`src/rtl/fsr_pkg.sv`:
```
// fsr_pkg: shared types and constants for the FIFO stream reader.
// Optional feature macro used by the top level: FSR_UNDERFLOW_CNT_EN.
package fsr_pkg;

   // Burst controller states.
   typedef enum logic [1:0] {
      IDLE  = 2'd0,
      RUN   = 2'd1,
      DRAIN = 2'd2
   } state_t;

   // Output skid buffer depth and the width of its occupancy count (0..2).
   localparam int OUT_DEPTH   = 2;
   localparam int OUT_DEPTH_W = 2;

endpackage

```
`src/rtl/fsr_out_buf.sv`:
```
// fsr_out_buf: 2-entry valid/ready output buffer. Words pushed in order are
// presented from the head entry; push and pop may happen in the same cycle
// whenever the buffer holds at least one word.
module fsr_out_buf
   import fsr_pkg::*;
#(
   parameter int DATA_WIDTH = 16
)
(
   input  logic                   clk,
   input  logic                   reset,
   input  logic                   push,
   input  logic [DATA_WIDTH-1:0]  push_data,
   input  logic                   out_ready,
   output logic [DATA_WIDTH-1:0]  out_data,
   output logic                   out_valid,
   output logic                   pop,
   output logic [OUT_DEPTH_W-1:0] occ
);

   logic [DATA_WIDTH-1:0]  mem_q [OUT_DEPTH];
   logic [DATA_WIDTH-1:0]  mem_d [OUT_DEPTH];
   logic                   rd_ptr_q, rd_ptr_d;
   logic                   wr_ptr_q, wr_ptr_d;
   logic [OUT_DEPTH_W-1:0] occ_q, occ_d;

   assign out_valid = (occ_q != '0);
   assign out_data  = mem_q[rd_ptr_q];
   assign occ       = occ_q;

   // Next-state for storage, pointers and occupancy from this cycle's push/pop.
   always_comb begin
      pop      = out_valid && out_ready;
      mem_d    = mem_q;
      rd_ptr_d = rd_ptr_q;
      wr_ptr_d = wr_ptr_q;
      occ_d    = occ_q;
      // At full occupancy the write slot is the head being popped; the head is
      // read from the registered copy, so overwriting it on the same edge is safe.
      if (push) begin
         mem_d[wr_ptr_q] = push_data;
         wr_ptr_d        = ~wr_ptr_q;
      end
      if (pop) begin
         rd_ptr_d = ~rd_ptr_q;
      end
      case ({push, pop})
         2'b10:   occ_d = occ_q + 2'd1;
         2'b01:   occ_d = occ_q - 2'd1;
         default: occ_d = occ_q;
      endcase
   end

   // Buffer registers; reset empties the buffer and zeroes the presented data.
   always_ff @(posedge clk or posedge reset) begin
      if (reset) begin
         for (int i = 0; i < OUT_DEPTH; i++) begin
            mem_q[i] <= '0;
         end
         rd_ptr_q <= 1'b0;
         wr_ptr_q <= 1'b0;
         occ_q    <= '0;
      end else begin
         mem_q    <= mem_d;
         rd_ptr_q <= rd_ptr_d;
         wr_ptr_q <= wr_ptr_d;
         occ_q    <= occ_d;
      end
   end

endmodule

```
`src/rtl/fifo_stream_reader.sv`:
```
// fifo_stream_reader: pops a programmed burst from a FIFO with one-cycle read
// latency and presents it as a valid/ready stream with a last-beat marker.
// Optional macro FSR_UNDERFLOW_CNT_EN adds a saturating starvation-cycle
// counter on port underflow_cnt.
module fifo_stream_reader
   import fsr_pkg::*;
#(
   parameter int DATA_WIDTH = 16,
   parameter int LEN_WIDTH  = 16
)
(
   input  logic                  clk,
   input  logic                  reset,
   input  logic [DATA_WIDTH-1:0] fifo_dout,
   input  logic                  fifo_empty,
   output logic                  fifo_read,
   input  logic                  start,
   input  logic [LEN_WIDTH-1:0]  burst_len,
   output logic [DATA_WIDTH-1:0] m_tdata,
   output logic                  m_tvalid,
   input  logic                  m_tready,
   output logic                  m_tlast,
   output logic                  busy,
   output logic                  done,
   output logic                  underflow
`ifdef FSR_UNDERFLOW_CNT_EN
   ,
   output logic [LEN_WIDTH-1:0]  underflow_cnt
`endif
);

   localparam logic [LEN_WIDTH-1:0] LEN_ONE = {{(LEN_WIDTH-1){1'b0}}, 1'b1};

   state_t                 state_q, state_d;
   logic [LEN_WIDTH-1:0]   len_q, len_d;
   logic [LEN_WIDTH-1:0]   issued_q, issued_d;
   logic [LEN_WIDTH-1:0]   sent_q, sent_d;
   logic                   inflight_q, inflight_d;
   logic                   underflow_q, underflow_d;
   logic                   done_q, done_d;

   logic                   pop;
   logic [OUT_DEPTH_W-1:0] occ;
   logic                   accept;
   logic                   starve;

   fsr_out_buf #(
      .DATA_WIDTH (DATA_WIDTH)
   ) u_out_buf (
      .clk       (clk),
      .reset     (reset),
      .push      (inflight_q),
      .push_data (fifo_dout),
      .out_ready (m_tready),
      .out_data  (m_tdata),
      .out_valid (m_tvalid),
      .pop       (pop),
      .occ       (occ)
   );

   // Read issue and starvation detection. A read is only issued when the word
   // it returns is guaranteed a buffer slot, counting the word already in flight.
   always_comb begin
      accept    = (state_q == IDLE) && start && (burst_len != '0);
      fifo_read = (state_q == RUN) && !fifo_empty && (issued_q < len_q) &&
                  ((int'(occ) + int'(inflight_q) - int'(pop)) < OUT_DEPTH);
      starve    = (state_q == RUN) && (issued_q < len_q) && fifo_empty &&
                  (occ == '0) && !inflight_q;
   end

   // Burst controller next state: counters, in-flight tracking, done and underflow.
   always_comb begin
      state_d     = state_q;
      len_d       = len_q;
      issued_d    = issued_q;
      sent_d      = sent_q;
      underflow_d = underflow_q;
      done_d      = 1'b0;
      inflight_d  = fifo_read;
      if (pop) begin
         sent_d = sent_q + LEN_ONE;
      end
      if (fifo_read) begin
         issued_d = issued_q + LEN_ONE;
      end
      if (starve) begin
         underflow_d = 1'b1;
      end
      case (state_q)
         IDLE: begin
            if (accept) begin
               state_d     = RUN;
               len_d       = burst_len;
               issued_d    = '0;
               sent_d      = '0;
               underflow_d = 1'b0;
            end
         end
         RUN: begin
            if (fifo_read && (issued_q == len_q - LEN_ONE)) begin
               state_d = DRAIN;
            end
         end
         DRAIN: begin
            // All reads are issued; finish on the edge that empties the buffer.
            if (!inflight_q && ((int'(occ) - int'(pop)) == 0)) begin
               state_d = IDLE;
               done_d  = 1'b1;
            end
         end
         default: state_d = IDLE;
      endcase
   end

   // Controller registers.
   always_ff @(posedge clk or posedge reset) begin
      if (reset) begin
         state_q     <= IDLE;
         len_q       <= '0;
         issued_q    <= '0;
         sent_q      <= '0;
         inflight_q  <= 1'b0;
         underflow_q <= 1'b0;
         done_q      <= 1'b0;
      end else begin
         state_q     <= state_d;
         len_q       <= len_d;
         issued_q    <= issued_d;
         sent_q      <= sent_d;
         inflight_q  <= inflight_d;
         underflow_q <= underflow_d;
         done_q      <= done_d;
      end
   end

   assign m_tlast   = m_tvalid && (sent_q == len_q - LEN_ONE);
   assign busy      = (state_q != IDLE);
   assign done      = done_q;
   assign underflow = underflow_q;

`ifdef FSR_UNDERFLOW_CNT_EN
   logic [LEN_WIDTH-1:0] uf_cnt_q, uf_cnt_d;

   // Saturating count of starved cycles, restarted by each accepted burst.
   always_comb begin
      uf_cnt_d = uf_cnt_q;
      if (accept) begin
         uf_cnt_d = '0;
      end else if (starve && (uf_cnt_q != '1)) begin
         uf_cnt_d = uf_cnt_q + LEN_ONE;
      end
   end

   // Starvation counter register.
   always_ff @(posedge clk or posedge reset) begin
      if (reset) begin
         uf_cnt_q <= '0;
      end else begin
         uf_cnt_q <= uf_cnt_d;
      end
   end

   assign underflow_cnt = uf_cnt_q;
`endif

endmodule

```
`config.mk`:
```
export PLATFORM = sky130hd
export DESIGN_NAME = fifo_stream_reader
export DESIGN_NICKNAME = d
export VERILOG_FILES = /design/src/rtl/fsr_pkg.sv /design/src/rtl/fsr_out_buf.sv /design/src/rtl/fifo_stream_reader.sv
export SDC_FILE = /design/constraint.sdc
export NUM_CORES = 1
export LEC_CHECK = 0
export CAP_MARGIN = 10
export CORE_ASPECT_RATIO = 1.4
export CORE_MARGIN = 2
export CORE_UTILIZATION = 45
export DETAILED_ROUTE_END_ITERATION = 10
export GPL_TIMING_DRIVEN = 0
export MAX_ROUTING_LAYER = met4
export PLACE_DENSITY = 0.66
export SYNTH_ARGS = -nofsm -noshare
export SYNTH_HDL_FRONTEND = slang
export SYNTH_SLANG_ARGS = --single-unit
```
`constraint.sdc`:
```
create_clock -name clk -period 5.48 [get_ports clk]
set_clock_uncertainty 0.15 [all_clocks]
set_input_delay 1.644 -clock clk [delete_from_list [all_inputs] [get_ports clk]]
set_output_delay 1.644 -clock clk [all_outputs]
set_load 0.02 [all_outputs]
```
==> results.ini <==
[die]
start_util=0.458
die_w_um=96.2
die-height_um=133
pin_count=59
num_rows=47
die-area_um2=12800
coreArea_um2=11700

[synthesis]
synth_area_leaders=dfrtp_1 42%, mux2_2 10%, xnor2_1 6.2%
synth_flop_cell=dfrtp_1
synth-edff-count=0
yosysTopAreaCellShare=0.416
synth_area_um2=5360
ys_seq_elements=89
yosys.cell_count.top_type=dfrtp_1
syn-instance-count=535
yosysSeqAreaShare=0.416
avgSynthCellArea_um2=10.0
synth_cell_types=57
yosys-top-cells-count=89 x dfrtp_1, 48 x mux2_2, 38 x xnor2_1
postSynth.asyncResetShare=1.00
ys.warnings.count=0
synth_nets=595
yosysTopAreaCell=dfrtp_1

[clocking]
cts_tree=yes
cts_buffer_depth=2
cts_sinks=89
h-tree-depth=3
clock-root-buffer=clkbuf_16
cts_buffers=9
cts_hold_buf=0
clock_latency_ns=0.34
cts.reportedPaths.clkPinSlew_ns=0.06

[critical_path]
crit_required_ns=3.69
crit_arrival_ns=3.58
crit_chain=clkdlybuf4s50_1, nand3b_1, o21ai_2, nand2_1, fa_2, and2_4, o21bai_4, nor2_4, buf_4
worst_r2r_path_depth=10
critical_path_class=input port to output pin
slowest_stage=fa_2
crit_path_max_fanout=4
cp_num_buf_inv=2
max_stage_delay_ns=0.55
rr_endpoint=state_q[0]
rr_startpoint=len_q[10]
cp_top_family=buffers and inverters
worstSetupEndpointType=output pin
crit_start=m_tready
crit_end=fifo_read
startpoint_type=input port
path_depth=9
r2r_slack_ns=2.22

[route]
drtIter0Drc=226
vias_per_cell=5.56
antenna_left=0
vias=4234
firstDrtPassIters=4
routedWlPerCell_um=17.4
wl_um=13200
drcViolationCount=0

[placement]
place_congestion=0.913
portBuffers=58
dp_cells=741
placed_area_um2=6150
hpwl_um=9940

[timing]
min_period_ns=5.38
setup_viol_count_final=0
fmax_mhz=186
maxSlewViolCount=0
hold_viol_final=0
grt_setup_unrepaired=no
fin_crit_sh=0.981
worst_pin_slew_ns=0.679
slew_headroom=0.547

[layout]
stdcell_area_um2=6550
insertedDiodeCount=0
drive_gt1_frac=0.169
finalNonFillerCells=761
area_delta_synth_final_pct=22.3
nets=669

[global_routing]
grt.overflow.total=0
grt_use_total=0.226
grt_pass1_wl_um=21600
grt_pass1_vias=4300
grt_antenna_before_repair=0
grt_max_degree=73

[status]
status=complete, no violations

[worst_hold_path]
hp-class=flip-flop to flip-flop

[power_and_ir_drop]
p_leak_uw=0.00275
power_uw=3420
ir_worst_vdd_v=0.000328
pwr_density_cell_nw_per_um2=523

[job]
max_cap_violations=0

[through the flow]
step / hold slack [ns] / setup slack [ns] / util / setup TNS (ns)
floorplan: 0.304 / 0.389 / - / 0
global placement: 0.321 / -0.799 / 0.523 / -1.04
detailed placement: 0.326 / -0.886 / 0.526 / -0.886
CTS: 0.354 / 0.0217 / 0.556 / 0
global route: 0.376 / 0.00186 / 0.560 / 0
finish: 0.349 / 0.102 / 0.560 / 0
[layout by cell type, fill, tap and decap left out, drive strengths merged, types with 3 or more instances in the layout]
cell type and instances:
dfrtp 89, clkdlybuf4s50 57, mux2 48, xnor2 38
inv 38, nor2 36, nand2 32, o21ai 30
clkbuf 26, xor2 24, a21oi 24, nand3 23
ha 22, nor4 16, buf 16, nand4 15
and3 7, nor3 7, a21o 6, nand3b 5
a31oi 5, or4 5, and4 4, and2 4
nor4b 3, a31o 3
[report_power, final]
| group | total [uW] | internal [uW] | switching (uW) |
|---|---|---|---|
| clock network | 684 | 414 | 271 |
| registers | 1080 | 892 | 192 |
| logic | 1650 | 803 | 852 |
[flip-flops by register name, summed over array words and instances, names as in the netlist]
name,cells
issued_q,16
inflight_q,1
u_out_buf.occ,2
sent_q,16
u_out_buf.rd_ptr_q,1
u_out_buf.wr_ptr_q,1
len_q,16
state_q,2
underflow,1
done,1
u_out_buf.mem_q,32
[area by class of cell]
cell class,instances,area [um^2]
multi-input combinational,383,2910
tap,147,184
inverter,37,141
timing repair buffer,63,636
fill,1058,5150
clock buffer,10,239
sequential,89,2230
clock inverter,6,90.1
buffer,26,120
[routing by layer]
metal  track usage  wire [um]
met5             -          0
met4        0.0944        454
met3        0.0373        530
met2         0.380       6860
met1         0.263       5370
[kinds of logic (layout without fill, tap and decap cells)]
logic type,after synthesis,count (layout),synth area share
adders and majority gates,23,23,0.0551
DFF,89,89,0.416
muxes,48,48,0.101
buffers and inverters,63,142,0.0484
AOI/OAI and AO/OA,84,84,0.0981
and+or+nand+nor,165,165,0.176
xor gates and xnor gates,63,63,0.106
[timing repair]
| item | 4_1_cts | 5_1_grt |
|---|---|---|
| pin swaps | 1 | 0 |
| endpoints found under the setup margin | 1 | 2 |
| endpoints found under the hold margin | 0 | 0 |
| resized for setup | 10 | 5 |
| buffers inserted | 2 | 2 |
[worst reg2reg max path: stages (launching register included)]
cell and delay (ns):
dfrtp_1 0.32, clkbuf_1 0.34, inv_1 0.24, ha_1 0.36, nand4_1 0.12, a211oi_1 0.06
or4_4 0.55, buf_2 0.23, nor4_1 0.35, nand4_1 0.18, a31o_1 0.26
[worst min path at each step]
stage	from	endpoint	slack (ns)	cells past startpoint
finish	u_out_buf.mem_q[18]	u_out_buf.mem_q[18]	0.35	1
global route	u_out_buf.mem_q[8]	u_out_buf.mem_q[8]	0.38	1
CTS	u_out_buf.wr_ptr_q	u_out_buf.wr_ptr_q	0.35	1
detailed placement	u_out_buf.wr_ptr_q	u_out_buf.wr_ptr_q	0.33	1
global placement	u_out_buf.wr_ptr_q	u_out_buf.wr_ptr_q	0.32	1
floorplan	u_out_buf.wr_ptr_q	u_out_buf.wr_ptr_q	0.30	1
Power figures use the tool's default switching activity.
